File: src/rtl/vga_80x60_scanner.sv
// rtl/vga_80x60_scanner.sv - 640x480@60 VGA scanner over an 80x60 8-bit framebuffer
module vga_80x60_scanner #(
  parameter int H_VISIBLE   = 640,
  parameter int H_FRONT     = 16,
  parameter int H_SYNC      = 96,
  parameter int H_BACK      = 48,
  parameter int V_VISIBLE   = 480,
  parameter int V_FRONT     = 10,
  parameter int V_SYNC      = 2,
  parameter int V_BACK      = 33,
  parameter int SCALE_SHIFT = 3
) (
  input  logic        CLK_50MHz,
  input  logic        RST,
  output logic [12:0] RA2,
  input  logic [7:0]  RD2,
  output logic [7:0]  VGA_RGB,
  output logic        VGA_HS,
  output logic        VGA_VS,
  output logic        FRAME_START
);

  localparam int H_TOTAL = H_VISIBLE + H_FRONT + H_SYNC + H_BACK;
  localparam int V_TOTAL = V_VISIBLE + V_FRONT + V_SYNC + V_BACK;

  localparam logic [9:0] H_VIS      = 10'(H_VISIBLE);
  localparam logic [9:0] H_LAST     = 10'(H_TOTAL - 1);
  localparam logic [9:0] HS_START   = 10'(H_VISIBLE + H_FRONT);
  localparam logic [9:0] HS_END     = 10'(H_VISIBLE + H_FRONT + H_SYNC);
  localparam logic [9:0] V_VIS      = 10'(V_VISIBLE);
  localparam logic [9:0] V_LAST     = 10'(V_TOTAL - 1);
  localparam logic [9:0] VS_START   = 10'(V_VISIBLE + V_FRONT);
  localparam logic [9:0] VS_END     = 10'(V_VISIBLE + V_FRONT + V_SYNC);

  logic       pix_en_q, pix_en_d;
  logic [9:0] h_q, h_d;
  logic [9:0] v_q, v_d;
  logic [7:0] rgb_q, rgb_d;
  logic       hs_q, hs_d;
  logic       vs_q, vs_d;
  logic       fs_q, fs_d;

  logic        visible;
  logic [12:0] row_base;
  logic [12:0] col_off;

  // Framebuffer address from the live counters; blanking parks the address at 0
  always_comb begin
    visible  = (h_q < H_VIS) && (v_q < V_VIS);
    row_base = 13'(v_q >> SCALE_SHIFT) << 7;
    col_off  = 13'(h_q >> SCALE_SHIFT);
    RA2      = visible ? (row_base | col_off) : 13'd0;
  end

  // Pixel-rate counter advance and output sampling of the pre-increment position
  always_comb begin
    pix_en_d = ~pix_en_q;
    h_d      = h_q;
    v_d      = v_q;
    rgb_d    = rgb_q;
    hs_d     = hs_q;
    vs_d     = vs_q;
    fs_d     = 1'b0;
    if (pix_en_q) begin
      if (h_q == H_LAST) begin
        h_d = 10'd0;
        v_d = (v_q == V_LAST) ? 10'd0 : v_q + 10'd1;
      end else begin
        h_d = h_q + 10'd1;
      end
      rgb_d = visible ? RD2 : 8'h00;
      hs_d  = !((h_q >= HS_START) && (h_q < HS_END));
      vs_d  = !((v_q >= VS_START) && (v_q < VS_END));
      fs_d  = (h_q == 10'd0) && (v_q == 10'd0);
    end
  end

  // State and output registers with synchronous reset
  always_ff @(posedge CLK_50MHz) begin
    if (RST) begin
      pix_en_q <= 1'b0;
      h_q      <= 10'd0;
      v_q      <= 10'd0;
      rgb_q    <= 8'h00;
      hs_q     <= 1'b1;
      vs_q     <= 1'b1;
      fs_q     <= 1'b0;
    end else begin
      pix_en_q <= pix_en_d;
      h_q      <= h_d;
      v_q      <= v_d;
      rgb_q    <= rgb_d;
      hs_q     <= hs_d;
      vs_q     <= vs_d;
      fs_q     <= fs_d;
    end
  end

  assign VGA_RGB     = rgb_q;
  assign VGA_HS      = hs_q;
  assign VGA_VS      = vs_q;
  assign FRAME_START = fs_q;

endmodule

File: config.mk
export PLATFORM = sky130hd
export DESIGN_NAME = vga_80x60_scanner
export DESIGN_NICKNAME = d
export VERILOG_FILES = /design/src/rtl/vga_80x60_scanner.sv
export SDC_FILE = /design/constraint.sdc
export NUM_CORES = 1
export LEC_CHECK = 0
export CAP_MARGIN = 15
export CELL_PAD_IN_SITES_DETAIL_PLACEMENT = 1
export CELL_PAD_IN_SITES_GLOBAL_PLACEMENT = 2
export CORE_MARGIN = 2
export CORE_UTILIZATION = 31
export CTS_BUF_LIST = sky130_fd_sc_hd__clkbuf_4 sky130_fd_sc_hd__clkbuf_8 sky130_fd_sc_hd__clkbuf_16
export DETAILED_ROUTE_END_ITERATION = 10
export GPL_ROUTABILITY_DRIVEN = 0
export MAX_ROUTING_LAYER = met4
export PLACE_DENSITY_LB_ADDON = 0.1
export SLEW_MARGIN = 30
export SYNTH_ARGS = -nofsm -noshare
export SYNTH_HDL_FRONTEND = slang
export SYNTH_SLANG_ARGS = --single-unit
File: constraint.sdc
create_clock -name CLK_50MHz -period 4 [get_ports CLK_50MHz]
set_clock_uncertainty 0.2 [all_clocks]
set_input_delay 0.6 -clock CLK_50MHz [delete_from_list [all_inputs] [get_ports CLK_50MHz]]
set_output_delay 0.6 -clock CLK_50MHz [all_outputs]
set_load 0.005 [all_outputs]
* Word-level counts from Yosys, hierarchy flattened
Index checks and enable logic that the tools add are counted.
** Operators by class
- Add/subtract/negate cells :: 2
- $lt $le $gt $ge :: 6
- Equality and inequality tests :: 2
- Mux-type cells :: 4
- Bitwise logic cells :: 2
- Reduce and logical (&&, ||, !) cells :: 10
** Operators with widths (number)
- 10-bit by 1-bit adder with 10-bit output, second input constant :: 2
- 10-bit == test, second input constant :: 2
- 10-bit logical NOT :: 2
- 10-bit less-than comparator, second input constant :: 2
- 10-bit by 9-bit less-than comparator with 1-bit output, second input constant :: 2
- 10-bit 2-to-1 mux :: 2
- 13-bit 2-to-1 mux :: 1
- 13-bit by 7-bit OR with 13-bit output :: 1
- 10-bit >= comparator, second input constant :: 1
- 10-bit by 9-bit >= comparator with 1-bit output, second input constant :: 1
- 8-bit 2-to-1 mux :: 1
- 1-bit logical AND :: 4
- 1-bit logical NOT :: 2
- 2-bit AND reduction :: 1
- 2-bit OR reduction :: 1
- 1-bit NOT :: 1
** Storage, ports and cells
- Register bits :: 32
- Bits of input ports :: 10
- Logic and storage cells :: 33

* Longest topological paths before layout
- Depth in word-level cells :: 3
- Gate-level depth with buffers :: 7
- Depth with buffers taken out :: 6

* Worst setup path after synthesis
No wires, ideal clock.
- Path kind :: register -> register
- Start point :: register h_q[1]
- End point :: register v_q[8]
- Arrival time :: 1863 ps
- Data required time :: 3730 ps
- Path slack :: 1867 ps
- Cell stages (with the launch flop) :: 7
- Buffers on the path :: 1
- Clock period less this slack :: 2133 ps
- Cell sequence :: dfxtp_1 > ha_1 > nand4_1 > or3_1 > clkbuf_2 > or4_1 > a21oi_1
** Between the ends
- Cells in the longest elaborated chain, start to end :: 2
** Ends and longest elaborated chain
- start: declaration :: line 36 : logic [9:0] h_q, h_d;
- start signal: assignment :: line 82 : h_q <= 10'd0;
- start signal: assignment :: line 90 : h_q <= h_d;
- 10-bit == test :: line 65 : if (h_q == H_LAST) begin
- 2-bit AND reduction (no source line)
- end signal: assignment :: line 91 : v_q <= v_d;
- end: declaration :: line 37 : logic [9:0] v_q, v_d;
Every way passes these cells.
A chain may end at the register's enable or synchronous reset.

* Worst setup path after layout
- Start point :: register v_q[6]
- End point :: output port RA2[2]
** Between the ends
- Cells in the longest elaborated chain, start to end :: 3
** Ends and longest elaborated chain
- 10-bit by 9-bit less-than comparator with 1-bit output :: line 49 : visible = (h_q < H_VIS) && (v_q < V_VIS);
- 1-bit logical AND :: line 49
- 13-bit 2-to-1 mux :: line 52 : RA2 = visible ? (row_base | col_off) : 13'd0;
- end: declaration :: line 15 : output logic [12:0] RA2,
Every way passes these cells.

==> summary.md <==
| Metric | Value |
|---|---|
| DIE WIDTH | about 75 um |
| Top FF cell, synth | dfxtp_1 |
| Clock slew at reported path FFs | 70 ps |
| Synth top cells by count | dfxtp_1 (32), nor2_1 (23), nand4_1 (13) |
| Initial cell density of the core | between 30% and 40% |
| Xor/xnor share of the synthesized area | 6.20% |
| Detailed placement HPWL | 3330 um |
| H-Tree Depth | 2 |
| WP data required | 3200 ps |
| Mux cell area share after synthesis | 0.644% |
| Critical Path Start | v_q[6] |
| #FFs+latches synth | 32 |
| Die boundary height | 74.8 um |
| Ant. Diodes | 0 |
| Yosys warning count | 0 |
| Clk Latency, worst-skew pair | 290 ps |
| Worst Path Max Fanout | 12 |
| Critical Path AT | 2230 ps |
| Largest family of logic cells by synthesized area | simple AND/OR/NAND/NOR gates |
| Slew Viols, Final | 0 |
| Max Cap Violations | 0 |
| # DRC | 0 |
| Tcrit/Tclk final | 75.7% |
| Clk sinks | 32 |
| Power density cells | 340 mW/mm^2 |
| Most numerous cell in the Yosys netlist | dfxtp_1 |
| Setup_tns | 0 ps |
| Min-delay worst type | register to register |
| Core Footprint | 0.00479 sq mm |
| Ports | 34 |
| PnR worst setup slack | 973 ps |
| Total gr overflow | 0 |
| Total track usage | 18.6% |
| Vias in the first global route | about 1.5k |
| Min-delay src | VGA_RGB[3] |
| Simple-gate share of the synthesized area | 31.9% |
| Leak | 0.709 nW |
| Unrepaired setup endpoints after global routing | false |
| Synthesis-to-layout area growth | 31.0% |
| Worst R2R Setup Slack | roughly 1400 ps |
| Post-Synth Adder-Cell Area | 3.22% |
| Tightest Pin Transition | 912 ps |
| Via/cell ratio | 5.23 |
| Hold Path Stages | 1 |
| Share of layout cells above drive strength 1 | 6.60% |
| Area leader, netlist | dfxtp_1 |
| Final antenna-violating net count | 0 |
| R2R depth | 5 |
| Post-DR wirelength/cell | 16.5 um |
| CP Capture Type | output port |
| Status | complete, no violations |
| Post-CTS setup buffers | 0 |
| Setup Crit Path Kind | register to output port |
| Share of Yosys cell area claimed by the top area cell type | 41.2% |
| 1st-iter DRT viols | 80 |
| Clock Path Buffers | 2 |
| Fmax | 0.330 GHz |
| Post-CTS Hold Buffers | 0 |
| CTS tree | yes |
| Vias | 1458 |
| Largest net degree at the start of global routing | 17 |
| Resized cells post-CTS | 0 |
| Syn Inst Count | 182 |
| Synth Area in Compound Gates | 12.3% |
| Initial antenna violation count | 0 |
| Post-synth EDFFs | 0 |
| Full die area | approximately 0.0056 sq mm |
| Mapped Area | 0.00155 sq mm |
| Row count | 25 |
| Sequential share of the synthesized area | a little over 40% |
| Hold Worst Slack | approximately 280 ps |
| Drt pass-1 iters | 4 |
| Total CTS buffers | 5 |
| Avg Inst Size Synth | 8.54 sq um |
| Final WL | 4590 um |
| Area contributors post-synth | dfxtp_1 (41%), nor2_1 (5.6%), nand4_1 (5.2%), a22o_1 (4.5%), and2_1 (4.4%) |
| Critical Path Start Type | register |
| Min Clock Period, post-route | just over 3000 ps |
| Net Count, Synth | slightly below 200 |
| Worst slew margin | roughly 39% |
| Setup violations, final | 0 |
| Final hold violations | 0 |
| RR Startpoint | h_q[0] |
| Cell variety after synth | 38 |
| Asr flop ratio synth | 0% |
| Worst IR drop on VDD | 0.000179 V |
| First-pass GRT wire length | 7380 um |
| Buffers on Ports | 33 |
| Pre-CTS WS | 1160 ps |
| CTS root buf | clkbuf_8 |
| Nets | 225 |
==> report_power, final <==
group	total (mW)	switching [mW]	internal, mW
registers	0.334	0.00826	0.326
logic	0.0407	0.0166	0.0241
clock network	0.318	0.133	0.184
total	0.693	0.158	0.534
==> cells in the final DEF, fill, tap and decap left out, types with 6 or more instances in the layout <==
cell type,count
a22o_1,8
nand4_1,13
and2_1,11
nor2_1,23
nand3_1,9
dfxtp_1,32
nor4_1,6
inv_1,7
xnor2_1,6
clkdlybuf4s50_1,33
==> worst max-delay path, stage by stage (launching register included) <==
cell,delay [ps]
dfxtp_1,380
nand4_1,190
nand2_1,110
nor2_1,480
and2_2,250
clkdlybuf4s50_1,510
==> flip-flops by register name, indices dropped and copies added, names as in the netlist <==
register     cells
VGA_RGB          8
v_q             10
VGA_VS           1
pix_en_q         1
h_q             10
FRAME_START      1
VGA_HS           1
==> layer usage <==
layer / vias up / wire length, um / GRT usage (%)
li1: 705 / - / -
met1: 729 / 2100 / 21.4
met2: 17 / 2300 / 31.0
met3: 7 / 111 / 4.02
met4: 0 / 84 / 8.33
met5: - / 0 / -
==> kinds of logic (layout without fill, tap and decap cells) <==
logic type               count (synthesis)  in the layout
AO/OA/AOI/OAI                           26             26
buffers and inverters                   18             48
XOR/XNOR                                11             11
multiplexers                             1              1
flip-flops                              32             32
AND/OR/NAND/NOR                         90             90
adder cells (fa/ha/maj)                  4              4
==> worst paths after layout <==
| kind | end |
|---|---|
| worst max-delay path | RA2[2] |
| worst min-delay path | VGA_RGB[3] |
| worst max register to register | v_q[7] |
| worst min register to register | VGA_RGB[3] |
==> through the flow <==
stage / instance area (sq um) / cells / util, % / total power, mW
3_5_place_dp: 1920 / 271 / 40.2 / 0.382
5_1_grt: 2040 / 279 / 42.5 / 0.719
3_3_place_gp: 1920 / 271 / 40.2 / 0.381
4_1_cts: 2040 / 279 / 42.5 / 0.698
6_report: 2040 / 279 / 42.5 / 0.693
2_1_floorplan: 1550 / 182 / - / 0.356
==> final cells by class <==
class,count,area [sq um]
fillers,561,2750
multi-input cells,132,843
flip-flops and latches,32,641
repair buffers,33,330
well taps,67,83.8
clock buffers,5,68.8
clock inverters,3,42.5
inverters,7,26.3
Note: power is estimated with default switching activity, not from simulation.
